===== src/rtl/mod3_frame_tx.sv =====
// Serial frame transmitter: shifts a parallel word out MSB-first and appends two
// check bits so the whole frame, read as a binary number, is divisible by 3.
module mod3_frame_tx #(
  parameter int DATA_W = 8
) (
  input  logic              clk,
  input  logic              rst,
  input  logic [DATA_W-1:0] in_data,
  input  logic              in_valid,
  output logic              in_ready,
  output logic              out_bit,
  output logic              out_valid,
  output logic              out_sof,
  output logic              out_eof,
  output logic [1:0]        rem_r
);

  localparam int CNT_W = $clog2(DATA_W);

  typedef enum logic [1:0] {IDLE, DATA, CHK1, CHK0} state_t;

  state_t             state_r, state_s;
  logic [DATA_W-1:0]  shift_r, shift_s;
  logic [CNT_W-1:0]   cnt_r, cnt_s;
  logic               bit_s, valid_s, sof_s, eof_s, accept_s;
  logic [1:0]         rem_s, rem_full_s, chk_next_s, chk_cur_s;

  // Remainder after appending bit b: (2*rem + b) mod 3, never producing 3.
  function automatic logic [1:0] mod3_step(input logic [1:0] rem, input logic b);
    logic [1:0] r;
    case (rem)
      2'd0:    r = {1'b0, b};
      2'd1:    r = b ? 2'd0 : 2'd2;
      2'd2:    r = b ? 2'd2 : 2'd1;
      default: r = 2'd0;
    endcase
    return r;
  endfunction

  // Check bits c = (3 - R) mod 3 that make 4*V + c a multiple of 3.
  function automatic logic [1:0] chk_bits(input logic [1:0] rem);
    logic [1:0] c;
    case (rem)
      2'd0:    c = 2'b00;
      2'd1:    c = 2'b10;
      2'd2:    c = 2'b01;
      default: c = 2'b00;
    endcase
    return c;
  endfunction

  assign in_ready = (state_r == IDLE) || (state_r == CHK0);

  // Next-state and next-output logic; rem_r trails out_bit by one cycle.
  always_comb begin
    state_s    = state_r;
    shift_s    = shift_r;
    cnt_s      = cnt_r;
    bit_s      = 1'b0;
    valid_s    = 1'b0;
    sof_s      = 1'b0;
    eof_s      = 1'b0;
    rem_s      = rem_r;
    accept_s   = in_valid && in_ready;
    rem_full_s = mod3_step(rem_r, out_bit);
    chk_next_s = chk_bits(rem_full_s);
    chk_cur_s  = chk_bits(rem_r);
    case (state_r)
      DATA: begin
        rem_s   = rem_full_s;
        valid_s = 1'b1;
        if (cnt_r != {CNT_W{1'b0}}) begin
          bit_s   = shift_r[DATA_W-1];
          shift_s = {shift_r[DATA_W-2:0], 1'b0};
          cnt_s   = cnt_r - 1'b1;
        end else begin
          state_s = CHK1;
          bit_s   = chk_next_s[1];
        end
      end
      CHK1: begin
        state_s = CHK0;
        valid_s = 1'b1;
        bit_s   = chk_cur_s[0];
        eof_s   = 1'b1;
      end
      IDLE, CHK0: begin
        if (accept_s) begin
          state_s = DATA;
          shift_s = {in_data[DATA_W-2:0], 1'b0};
          cnt_s   = CNT_W'(DATA_W - 1);
          bit_s   = in_data[DATA_W-1];
          valid_s = 1'b1;
          sof_s   = 1'b1;
          rem_s   = 2'd0;
        end else begin
          state_s = IDLE;
        end
      end
      default: begin
        state_s = IDLE;
      end
    endcase
  end

  // State and registered outputs; reset aborts any frame in flight.
  always_ff @(posedge clk) begin
    if (rst) begin
      state_r   <= IDLE;
      shift_r   <= {DATA_W{1'b0}};
      cnt_r     <= {CNT_W{1'b0}};
      out_bit   <= 1'b0;
      out_valid <= 1'b0;
      out_sof   <= 1'b0;
      out_eof   <= 1'b0;
      rem_r     <= 2'd0;
    end else begin
      state_r   <= state_s;
      shift_r   <= shift_s;
      cnt_r     <= cnt_s;
      out_bit   <= bit_s;
      out_valid <= valid_s;
      out_sof   <= sof_s;
      out_eof   <= eof_s;
      rem_r     <= rem_s;
    end
  end

endmodule


===== config.mk =====
export PLATFORM = sky130hd
export DESIGN_NAME = mod3_frame_tx
export DESIGN_NICKNAME = d
export VERILOG_FILES = /design/src/rtl/mod3_frame_tx.sv
export SDC_FILE = /design/constraint.sdc
export NUM_CORES = 1
export LEC_CHECK = 0
export BUFFER_PORTS_ARGS = -buffer_cell sky130_fd_sc_hd__buf_4
export CELL_PAD_IN_SITES_DETAIL_PLACEMENT = 1
export CELL_PAD_IN_SITES_GLOBAL_PLACEMENT = 1
export CORE_AREA = 2 2 60 62
export CTS_CLUSTER_SIZE = 25
export DETAILED_ROUTE_END_ITERATION = 10
export DIE_AREA = 0 0 62 64
export PLACE_DENSITY = 0.55
export SLEW_MARGIN = 20
export SYNTH_ARGS = -nofsm -noshare
export SYNTH_HDL_FRONTEND = slang
export SYNTH_SLANG_ARGS = --single-unit

===== constraint.sdc =====
create_clock -name clk -period 1.9 [get_ports clk]
set_input_delay 0.095 -clock clk [delete_from_list [all_inputs] [get_ports clk]]
set_output_delay 0.095 -clock clk [all_outputs]
set_load 0.05 [all_outputs]

Word-level counts from Yosys, hierarchy flattened. Cells that the tools add are included.

Add/subtract/negate cells: 1. Eq/ne operators: 10. Mux-type cells: 22. Bitwise operators: 1. Reductions and logical operators: 11.

Operators with widths (number): 8-bit two-way mux (2); 8-bit one-hot mux with 2 select lines (1); 2-bit one-hot mux with 3 select lines (2); 2-bit equality test (second input constant) (4); 2-bit two-way mux (4); 2-bit one-hot mux with 2 select lines (2); 2-bit by 1-bit equality test with 1-bit output (second input constant) (3); 3-bit two-way mux (2); 2-bit != test (second input constant) (3); 3-bit one-hot mux with 2 select lines (1); 2-bit OR reduction (3); 1-bit two-way mux (5); 2-bit zero test (2); 1-bit one-hot mux with 2 select lines (2); 1-bit one-hot mux with 3 select lines (1); 3-bit AND reduction (1); 3-bit nonzero test (1); 3-bit by 1-bit subtractor with 3-bit output (second input constant) (1); 2-bit AND reduction (1); 2-bit nonzero test (1); 1-bit logical AND (1); 1-bit logical OR (1); 1-bit NOT (1).

Register bits: 19. Input port bits: 11. Logic and storage cells: 53.

Depth between registers and ports, before layout. Gate-level depths: netlist of the first run.

Depth after elaboration: 6. Mapped depth: 7. Gate-level depth less buffers: 5.

Worst setup path before layout of the first run. OpenSTA, ideal clock, no wires.

Path kind: flip-flop to flip-flop. Start point: register state_r[0]. End point: register shift_r[3]. Setup time: 133 ps. Data arrival time: 1813 ps. Data required time: 1767 ps. Setup slack: -46 ps. Cell stages (with the launch flop): 8. Buffers on the path: 2. Period minus slack after synthesis: 1946 ps. Path through: dfxtp_1 inv_1 ha_1 buf_6 mux2_4 buf_6 a21oi_1 a311oi_1.

Cells in the longest elaborated chain, start to end: 5.

RTL lines: start, declared (line 22) `state_t state_r, state_s;`; start signal, assigned (line 118) `state_r <= state_s;`; 2-bit equality test / 2-bit zero test (equally long branches) (line 52) `assign in_ready = (state_r == IDLE) || (state_r == CHK0);`; 1-bit logical OR (*) (line 52); net in_ready (line 10) `output logic in_ready,`; 1-bit logical AND (*) (line 64) `accept_s = in_valid && in_ready;`; 2-bit != test (no source line) (*); 3-bit AND reduction (no source line) (*); end signal, assigned (line 110) `shift_r <= {DATA_W{1'b0}};`; end signal, assigned (line 119) `shift_r <= shift_s;`; end, declared (line 23) `logic [DATA_W-1:0] shift_r, shift_s;`.

The timed path passes the listed nets; every way through them passes the cells marked *. A chain may end at the register's enable or synchronous reset.

Final worst setup path of the first run.
Start point: register state_r[0]. End point: register shift_r[1].

Cells in the longest elaborated chain, start to end: 5.

RTL lines (line): 2-bit equality test / 2-bit zero test (equally long branches) (52, 68); 1-bit logical OR (52); 1-bit logical AND (64); 2-bit != test (no source line); 3-bit AND reduction (no source line).

Several ways; a longest one is shown, not always the timed one.

==> metrics.csv, run 1 <==
metric,value,unit
status,"complete, no violations",
worstSetupPathType,reg2reg,
synth_cells,96,
wl_per_cell,13.2,um
cts_buffers,3,
startpoint_type,flop,
dr.max_layer_used,met4,
area_growth,19.3,%
initial_core_util,29.2,%
io_pins,18,
multi_input_area,520,sq um
diodes,0,
slew-limit-headroom,76.3,%
gr-total-overflow,0,
setup_viol,0,
grt_usage,12.2,%
antenna_found_initial,0,
dp_hpwl,1530,um
fin_crit_sh,90.8,%
htreeDepth,1,
firstDrtPassIters,4,
clock_path_buffers,2,
ys_seq_area_share,37.6,%
grt_pass1_vias,793,
std_cell_rows,21,
fin_crit,1720,ps
whs,85.7,ps
synth_top_area_share,37.6,%
synth_edf_count,0,
worst_pin_slew,353,ps
cts_tree,done,
reg2regPathDepth,5,
synth_area_leaders,"dfxtp_1, a21oi_1, mux2i_1",
peakVddDrop,0.000414,V
worstPathRequired,2130,ps
hold_depth,3,
power_density,1760,nW/um^2
yosys_warnings,0,
ys_ff_latch,18,
finalPower,2.02,mW
nets,129,
drv_cap,0,
fin_area,1140,sq um
crit_path_end_kind,flop,
avgSynthCellArea,9.98,sq um
wl_met1,985,um
cts_num_sinks,18,
regArea,360,sq um
drive_above_1_share,30.4,%
placed_cell_area,1110,sq um
clock_latency,290,ps
post_cts_buffers,0,
synth_area,958,sq um
yosysTopAreaCell,dfxtp_1,
place.gp.congestion,0.671,
cp_max_fo,15,
final_antenna_net_count,0,
finClkSkew,2.52,ps
cp.arrival,1960,ps
grt_first_pass_wirelength,3690,um
synth_flop_cell,dfxtp_1,
place_ws,184,ps
vias_per_cell,5.02,
max_clock_freq,0.580,GHz
wl_met2,1020,um
core_area,3280,sq um
fp.dieW,62,um
hold_viol_final,0,
dp_cells,154,
async_flop_share,0,%
rsz0062_at_grt,no,
die_area,3970,sq um
cts.clk_slew.worst_paths,110,ps
power.leakage,0.468,nW
layout.cells.non_filler,158,
setup_slack,175,ps
finalMaxSlewViolations,0,
via_count,793,
syn_nets,112,
tns,0,ps
finalCoreUtilization,34.8,%
drtIter0Drc,25,
port_buffers,17,
die_h,64,um
min_path_type,in2reg,
drc_errors,0,
ctsRootBufferMaster,clkbuf_4,
hold_buffers,0,
cts_resized,0,
yosysUniqueCellTypes,33,
final.fill_count,382,
met3_length,66,um
routed_wl,2090,um
grt_max_degree,19,
-- cells in the mapped netlist (2+ instances only) --
cell type	number
mux2i_1	7
nor2b_1	2
a311oi_2	3
nor2_1	2
nand2_1	4
or3_1	2
a31oi_1	2
a311oi_1	7
a21oi_1	15
buf_6	3
inv_1	5
buf_4	2
ha_1	5
dfxtp_1	18
-- placed cells by master, fill, tap and decap left out, drive strengths merged, types with 2 or more instances in the layout --
cell type   n
buf        20
dfxtp      18
a21oi      15
a311oi     10
mux2i       7
inv         5
ha          5
nand2       4
clkbuf      4
nor2        2
nor2b       2
a31oi       2
or3         2
nand3b      2
nand2b      2
-- final timing paths --
kind	from	end	slack (ps)
setup / recovery	state_r[0]	shift_r[1]	180
hold / removal	in_data[0]	shift_r[1]	90
setup reg to reg	state_r[0]	shift_r[1]	180
hold reg to reg	cnt_r[0]	cnt_r[0]	490
-- per-layer routing --
| layer | track usage [%] | vias up |
|---|---|---|
| met4 | 3.99 | 0 |
| met3 | 2.43 | 2 |
| met5 | 0 | - |
| met2 | 18.5 | 10 |
| met1 | 16.9 | 390 |
| li1 | - | 391 |
-- registers in the layout, indices dropped and copies added (netlist names) --
signal     cells
state_r        2
out_bit        1
rem_r          2
out_eof        1
out_sof        1
out_valid      1
cnt_r          3
shift_r        7
-- where the power goes --
part / total (mW) / internal [mW] / switching [mW]
registers: 0.594 / 0.512 / 0.0824
logic: 1.19 / 0.519 / 0.667
clock network: 0.238 / 0.117 / 0.122
-- cells by family (layout without fill, tap and decap cells) --
kind of cell	count (synthesis)	after routing	share of synthesized area [%]
AO/OA/AOI/OAI	33	33	25.5
XOR/XNOR	1	1	0.914
adder cells (fa/ha/maj)	5	5	6.53
buffers and inverters	13	29	8.35
flip-flops	18	18	37.6
multiplexers	8	8	8.88
AND/OR/NAND/NOR	18	18	12.3
-- area by class of cell --
class	count	area share (%)
tap	46	5.03
inverter	5	1.64
multi-input combinational	65	45.5
timing repair buffer	20	13.1
clock buffer	4	3.17
sequential	18	31.5
-- worst max-delay path: stages (launching register included) --
cell	delay, ps
dfxtp_1	400
inv_1	60
ha_2	460
mux2_4	410
a21bo_2	230
a21oi_1	100
Power figures use the tool's default switching activity.
==> run 2: changes to the inputs <==
--- a/config.mk
+++ b/config.mk
@@ -8,11 +8,12 @@
 export BUFFER_PORTS_ARGS = -buffer_cell sky130_fd_sc_hd__buf_4
 export CELL_PAD_IN_SITES_DETAIL_PLACEMENT = 1
 export CELL_PAD_IN_SITES_GLOBAL_PLACEMENT = 1
-export CORE_AREA = 2 2 60 62
+export CORE_AREA = 2 2 50 75
 export CTS_CLUSTER_SIZE = 25
 export DETAILED_ROUTE_END_ITERATION = 10
-export DIE_AREA = 0 0 62 64
-export PLACE_DENSITY = 0.55
+export DIE_AREA = 0 0 52 77
+export MAX_ROUTING_LAYER = met4
+export PLACE_DENSITY = 0.54
 export SLEW_MARGIN = 20
 export SYNTH_ARGS = -nofsm -noshare
 export SYNTH_HDL_FRONTEND = slang
==> metrics.csv, run 2 (synthesized netlist as in run 1, its figures left out) <==
metric,value,unit,change
vias_per_cell,5.05,,+0.66%
rsz0062_at_grt,no,,
wl_per_cell,13.9,um,+5.2%
worstSetupPathType,reg2out,,
grt_max_degree,19,,unchanged
fp.dieW,52,um,-16%
grt_use_met2,18.4,%,-0.14 points
cp.arrival,1620,ps,-340 ps
crit_path_end_kind,primary output,,
finalMaxSlewViolations,0,,unchanged
final_antenna_net_count,0,,unchanged
startpoint_type,flop,,
die_h,77,um,+20%
place.gp.congestion,0.704,,+4.9%
post_cts_buffers,0,,unchanged
sw_frac_of_total,42.7,%,-0.48 points
clock_path_buffers,2,,unchanged
drive_above_1_share,29.7,%,-0.63 points
fin_crit_sh,90.3,%,-0.51 points
grtUsageMet3,2.33,%,-0.095 points
diodes,0,,unchanged
clock_latency,260,ps,-30 ps
min_path_type,in2reg,,
r2r_setup_slack,190,ps,about the same
endpoint,in_ready,,
drv_cap,0,,unchanged
p_seq_share,28.3,%,-1.1 points
internal_power,1.19,mW,+4.1%
nets,128,,-0.78%
holdCritStartpoint,in_data[0],,
largest_reg_flops,7,,unchanged
io_pins,18,,unchanged
power_density,1810,nW/um^2,+2.6%
drtIter0Drc,19,,-24%
grt_pass1_vias,757,,-4.5%
firstDrtPassIters,4,,unchanged
critPathLaunch,state_r[0],,
peakVddDrop,0.000680,V,+64%
power.switching,0.889,mW,+2.0%
initial_core_util,28.6,%,-0.58 points
finClkSkew,1.98,ps,-0.536 ps
finalPower,2.08,mW,+3.2%
cts_tree,done,,
hold_viol_final,0,,unchanged
clockPowerShare,15.5,%,+3.7 points
grt_usage,12.1,%,-0.080 points
antenna_found_initial,0,,unchanged
gr-total-overflow,0,,unchanged
grtUsageMet1,14.9,%,-2.0 points
ctsRootBufferMaster,clkbuf_8,,
reg2regPathDepth,5,,unchanged
std_cell_rows,26,,+24%
drc_errors,0,,unchanged
largest_register,shift_r,,
slew-limit-headroom,71.0,%,-5.3 points
power_frac_comb,56.2,%,-2.6 points
final_common_cell,buf_4,,
cts_resized,0,,unchanged
largestRegisters,"shift_r: 7 flops, cnt_r: 3 flops",,
hold_depth,3,,unchanged
port_buffers,17,,unchanged
via_count,773,,-2.5%
power.leakage,0.471,nW,+0.69%
routed_wl,2130,um,+1.9%
area_growth,20.0,%,
final.fill_count,392,,+2.6%
fin_crit,1720,ps,-9.66 ps
core_area,3350,sq um,+2.0%
top_usage_layer,met2,,
tns,0,ps,unchanged
htreeDepth,1,,unchanged
dp_hpwl,1520,um,-0.79%
cts.clk_slew.worst_paths,70,ps,-40 ps
worst_pin_slew,435,ps,+81.8 ps
worstPathRequired,1800,ps,-330 ps
cts_num_sinks,18,,unchanged
die_area,4000,sq um,+0.91%
rr_endpoint,shift_r[1],,
hold_buffers,0,,unchanged
setup_viol,0,,unchanged
max_clock_freq,0.583,GHz,+0.56%
mostFrequentLayoutCells,"buf_4, dfxtp_1, a21oi_1, mux2i_1, a311oi_1",,
r2r_start,state_r[0],,
cp_max_fo,10,,-5
cts_buffers,3,,unchanged
status,"complete, no violations",,
grt_first_pass_wirelength,3530,um,-4.5%
[run 2: changes by cell type in the layout (fill, tap and decap cells not counted)]
cell | before | now
buf_4 | 20 | 19
clkbuf_8 | 1 | 4
clkbuf_4 | 3 | 0
[run 2: how the worst min path moves through the flow]
stage,to,slack (ps)
final,shift_r[1],120
after floorplan,out_valid,230
after global placement,shift_r[1],390
after detailed placement,shift_r[1],400
after global routing,shift_r[1],140
after CTS,shift_r[1],120
[run 2: layer usage]
metal,routed length (um),part of all wire (%)
met1,979,46
met5,0,0
met3,100,4.7
met2,1010,47
met4,40,1.9
[run 2: cell type report]
cell class / instances / area [sq um] / share of cell area (%)
flip-flops and latches: 18 / 360 / 31.3
multi-input cells: 65 / 520 / 45.3
inverters: 5 / 18.8 / 1.63
well taps: 42 / 52.6 / 4.57
repair buffers: 19 / 143 / 12.4
clock buffers: 4 / 55.1 / 4.79
[run 2: stage by stage]
step | hold WS [ps] | util [%] | worst slack [ps] | std cells | cell area (sq um)
after global routing | 139 | 34.3 | 72.8 | 153 | 1150
after detailed placement | 398 | 32.7 | 210 | 149 | 1090
after CTS | 120 | 34.3 | 160 | 153 | 1150
after global placement | 392 | 32.7 | 262 | 149 | 1090
after floorplan | 229 | - | 67.7 | 96 | 961
final | 118 | 34.3 | 185 | 153 | 1150
[run 2: critical path, cell delays in order, from the launching register on]
cell and delay (ps):
dfxtp_1 390, inv_1 60, ha_2 440, buf_4 240, buf_4 220
[run 2: power groups by stage]
| stage | clock, mW | combinational [mW] | sequential (mW) |
|---|---|---|---|
| 2_1_floorplan | 0 | 0.961 | 0.652 |
| 3_3_place_gp | 0 | 1.15 | 0.594 |
| 3_5_place_dp | 0 | 1.18 | 0.599 |
| 4_1_cts | 0.337 | 1.19 | 0.592 |
| 5_1_grt | 0.351 | 1.28 | 0.613 |
| 6_report | 0.322 | 1.17 | 0.590 |
==> run 3: changes to the inputs <==
--- a/config.mk
+++ b/config.mk
@@ -14,6 +14,7 @@
 export DIE_AREA = 0 0 52 77
 export MAX_ROUTING_LAYER = met4
 export PLACE_DENSITY = 0.54
+export RECOVER_POWER = 100
 export SLEW_MARGIN = 20
 export SYNTH_ARGS = -nofsm -noshare
 export SYNTH_HDL_FRONTEND = slang
==> constraint.sdc (replaced) <==
create_clock -name clk -period 1.9 [get_ports clk]
set_input_delay 0.095 -clock clk [delete_from_list [all_inputs] [get_ports clk]]
set_output_delay 0.095 -clock clk [all_outputs]
set_load 0.1 [all_outputs]
==> metrics.csv, run 3 (synthesized netlist as in run 1, its figures left out) <==
metric,value,unit,change
startpoint_type,flop,,
largest_register,shift_r,,
clock_path_buffers,2,,unchanged
via_count,775,,+0.26%
cts_resized,0,,unchanged
fin_crit,1770,ps,+50.4 ps
internal_power,1.16,mW,-2.8%
power.switching,1.04,mW,+17%
drive_above_1_share,25.2,%,-4.5 points
finalPower,2.20,mW,+5.4%
tns,0,ps,unchanged
cts_num_sinks,18,,unchanged
area_growth,17.2,%,
fin_area,1120,sq um,-2.3%
drv_cap,0,,unchanged
firstDrtPassIters,4,,unchanged
finClkSkew,3.95,ps,+1.97 ps
std_cell_rows,26,,unchanged
finalCoreUtilization,33.5,%,-0.78 points
gr-total-overflow,0,,unchanged
port_buffers,17,,unchanged
peakVddDrop,0.000517,V,-24%
power_frac_comb,58.2,%,+2.0 points
hold_viol_final,0,,unchanged
hold_buffers,0,,unchanged
status,"complete, no violations",,
grt_first_pass_wirelength,3640,um,+3.1%
rsz0062_at_grt,no,,
grtUsageMet3,2.53,%,+0.19 points
routed_wl,2170,um,+1.8%
grt_pass1_vias,789,,+4.2%
drc_errors,0,,unchanged
cts.clk_slew.worst_paths,70,ps,about the same
die_h,77,um,unchanged
core_area,3350,sq um,unchanged
dp_hpwl,1590,um,+4.9%
mostFrequentLayoutCells,"dfxtp_1, a21oi_1, buf_4, mux2i_1, a311oi_1",,
final_common_cell,dfxtp_1,,
clock_latency,250,ps,about the same
grt_use_met2,21.5,%,+3.2 points
p_seq_share,27.4,%,-0.9 points
cp_max_fo,15,,+5
ctsRootBufferMaster,clkbuf_8,,
vias_per_cell,5.07,,+0.26%
grt_max_degree,19,,unchanged
nets,128,,unchanged
min_path_type,in2reg,,
fp.dieW,52,um,unchanged
largestRegisters,"shift_r: 7 flops, cnt_r: 3 flops",,
die_area,4000,sq um,unchanged
sw_frac_of_total,47.2,%,+4.5 points
max_clock_freq,0.566,GHz,-2.9%
setup_viol,0,,unchanged
worstPathRequired,2050,ps,+250 ps
grt_usage,12.5,%,+0.39 points
finalMaxSlewViolations,0,,unchanged
post_cts_buffers,0,,unchanged
worstSetupPathType,reg2reg,,
cts_buffers,3,,unchanged
final.fill_count,417,,+6.4%
initial_core_util,28.6,%,unchanged
drtIter0Drc,14,,-5
final_antenna_net_count,0,,unchanged
slew-limit-headroom,22.4,%,-49 points
wl_per_cell,14.2,um,+1.8%
cts_tree,done,,
cp.arrival,1910,ps,+290 ps
crit_path_end_kind,flop,,
worst_pin_slew,1170,ps,+734 ps
placed_cell_area,1100,sq um,+0.91%
power.leakage,0.442,nW,-6.2%
clockPowerShare,14.4,%,-1.1 points
grtUsageMet1,13.3,%,-1.6 points
largest_reg_flops,7,,unchanged
top_usage_layer,met2,,
whs,141,ps,+22.5 ps
antenna_found_initial,0,,unchanged
htreeDepth,1,,unchanged
fin_crit_sh,92.9,%,+2.7 points
diodes,0,,unchanged
power_density,1950,nW/um^2,+7.9%
io_pins,18,,unchanged
place.gp.congestion,0.678,,-3.6%
[run 3: critical path, cell delays in order, from the launching register on]
cell	delay (ps)
dfxtp_1	410
inv_1	100
ha_4	300
mux2_2	430
a21oi_1	120
a311oi_1	300
[run 3: worst paths after layout]
check	start	to	slack, ps	cells past startpoint
setup / recovery	state_r[0]	cnt_r[0]	130	5
hold / removal	in_valid	out_valid	140	3
setup reg to reg	state_r[0]	cnt_r[0]	130	5
hold reg to reg	cnt_r[0]	cnt_r[0]	520	1
[run 3: area by class of cell]
cell class | instances | area (sq um) | share of cell area (%)
clock buffer | 4 | 55.1 | 4.90
inverter | 5 | 18.8 | 1.67
multi-input combinational | 65 | 519 | 46.2
sequential | 18 | 360 | 32.1
tap | 42 | 52.6 | 4.68
timing repair buffer | 19 | 118 | 10.5
[run 3: routing by layer]
| layer | share of wire, % | vias to the layer above |
|---|---|---|
| li1 | - | 389 |
| met1 | 43 | 366 |
| met2 | 51 | 18 |
| met3 | 4.3 | 2 |
| met4 | 1.1 | 0 |
| met5 | 0 | - |
[run 3: through the flow]
| step | std cells | setup slack [ps] |
|---|---|---|
| 3_5_place_dp | 149 | 243 |
| 3_3_place_gp | 149 | 273 |
| 2_1_floorplan | 96 | 64.9 |
| 4_1_cts | 153 | 201 |
| 6_report | 153 | 134 |
| 5_1_grt | 153 | 36.9 |
[run 3: power by group through the flow]
stage,registers (mW),clock network (mW),logic (mW)
after floorplan,0.733,0,1.07
after global placement,0.604,0,1.35
after detailed placement,0.609,0,1.36
after CTS,0.603,0.333,1.37
after global routing,0.614,0.353,1.40
final,0.601,0.317,1.28
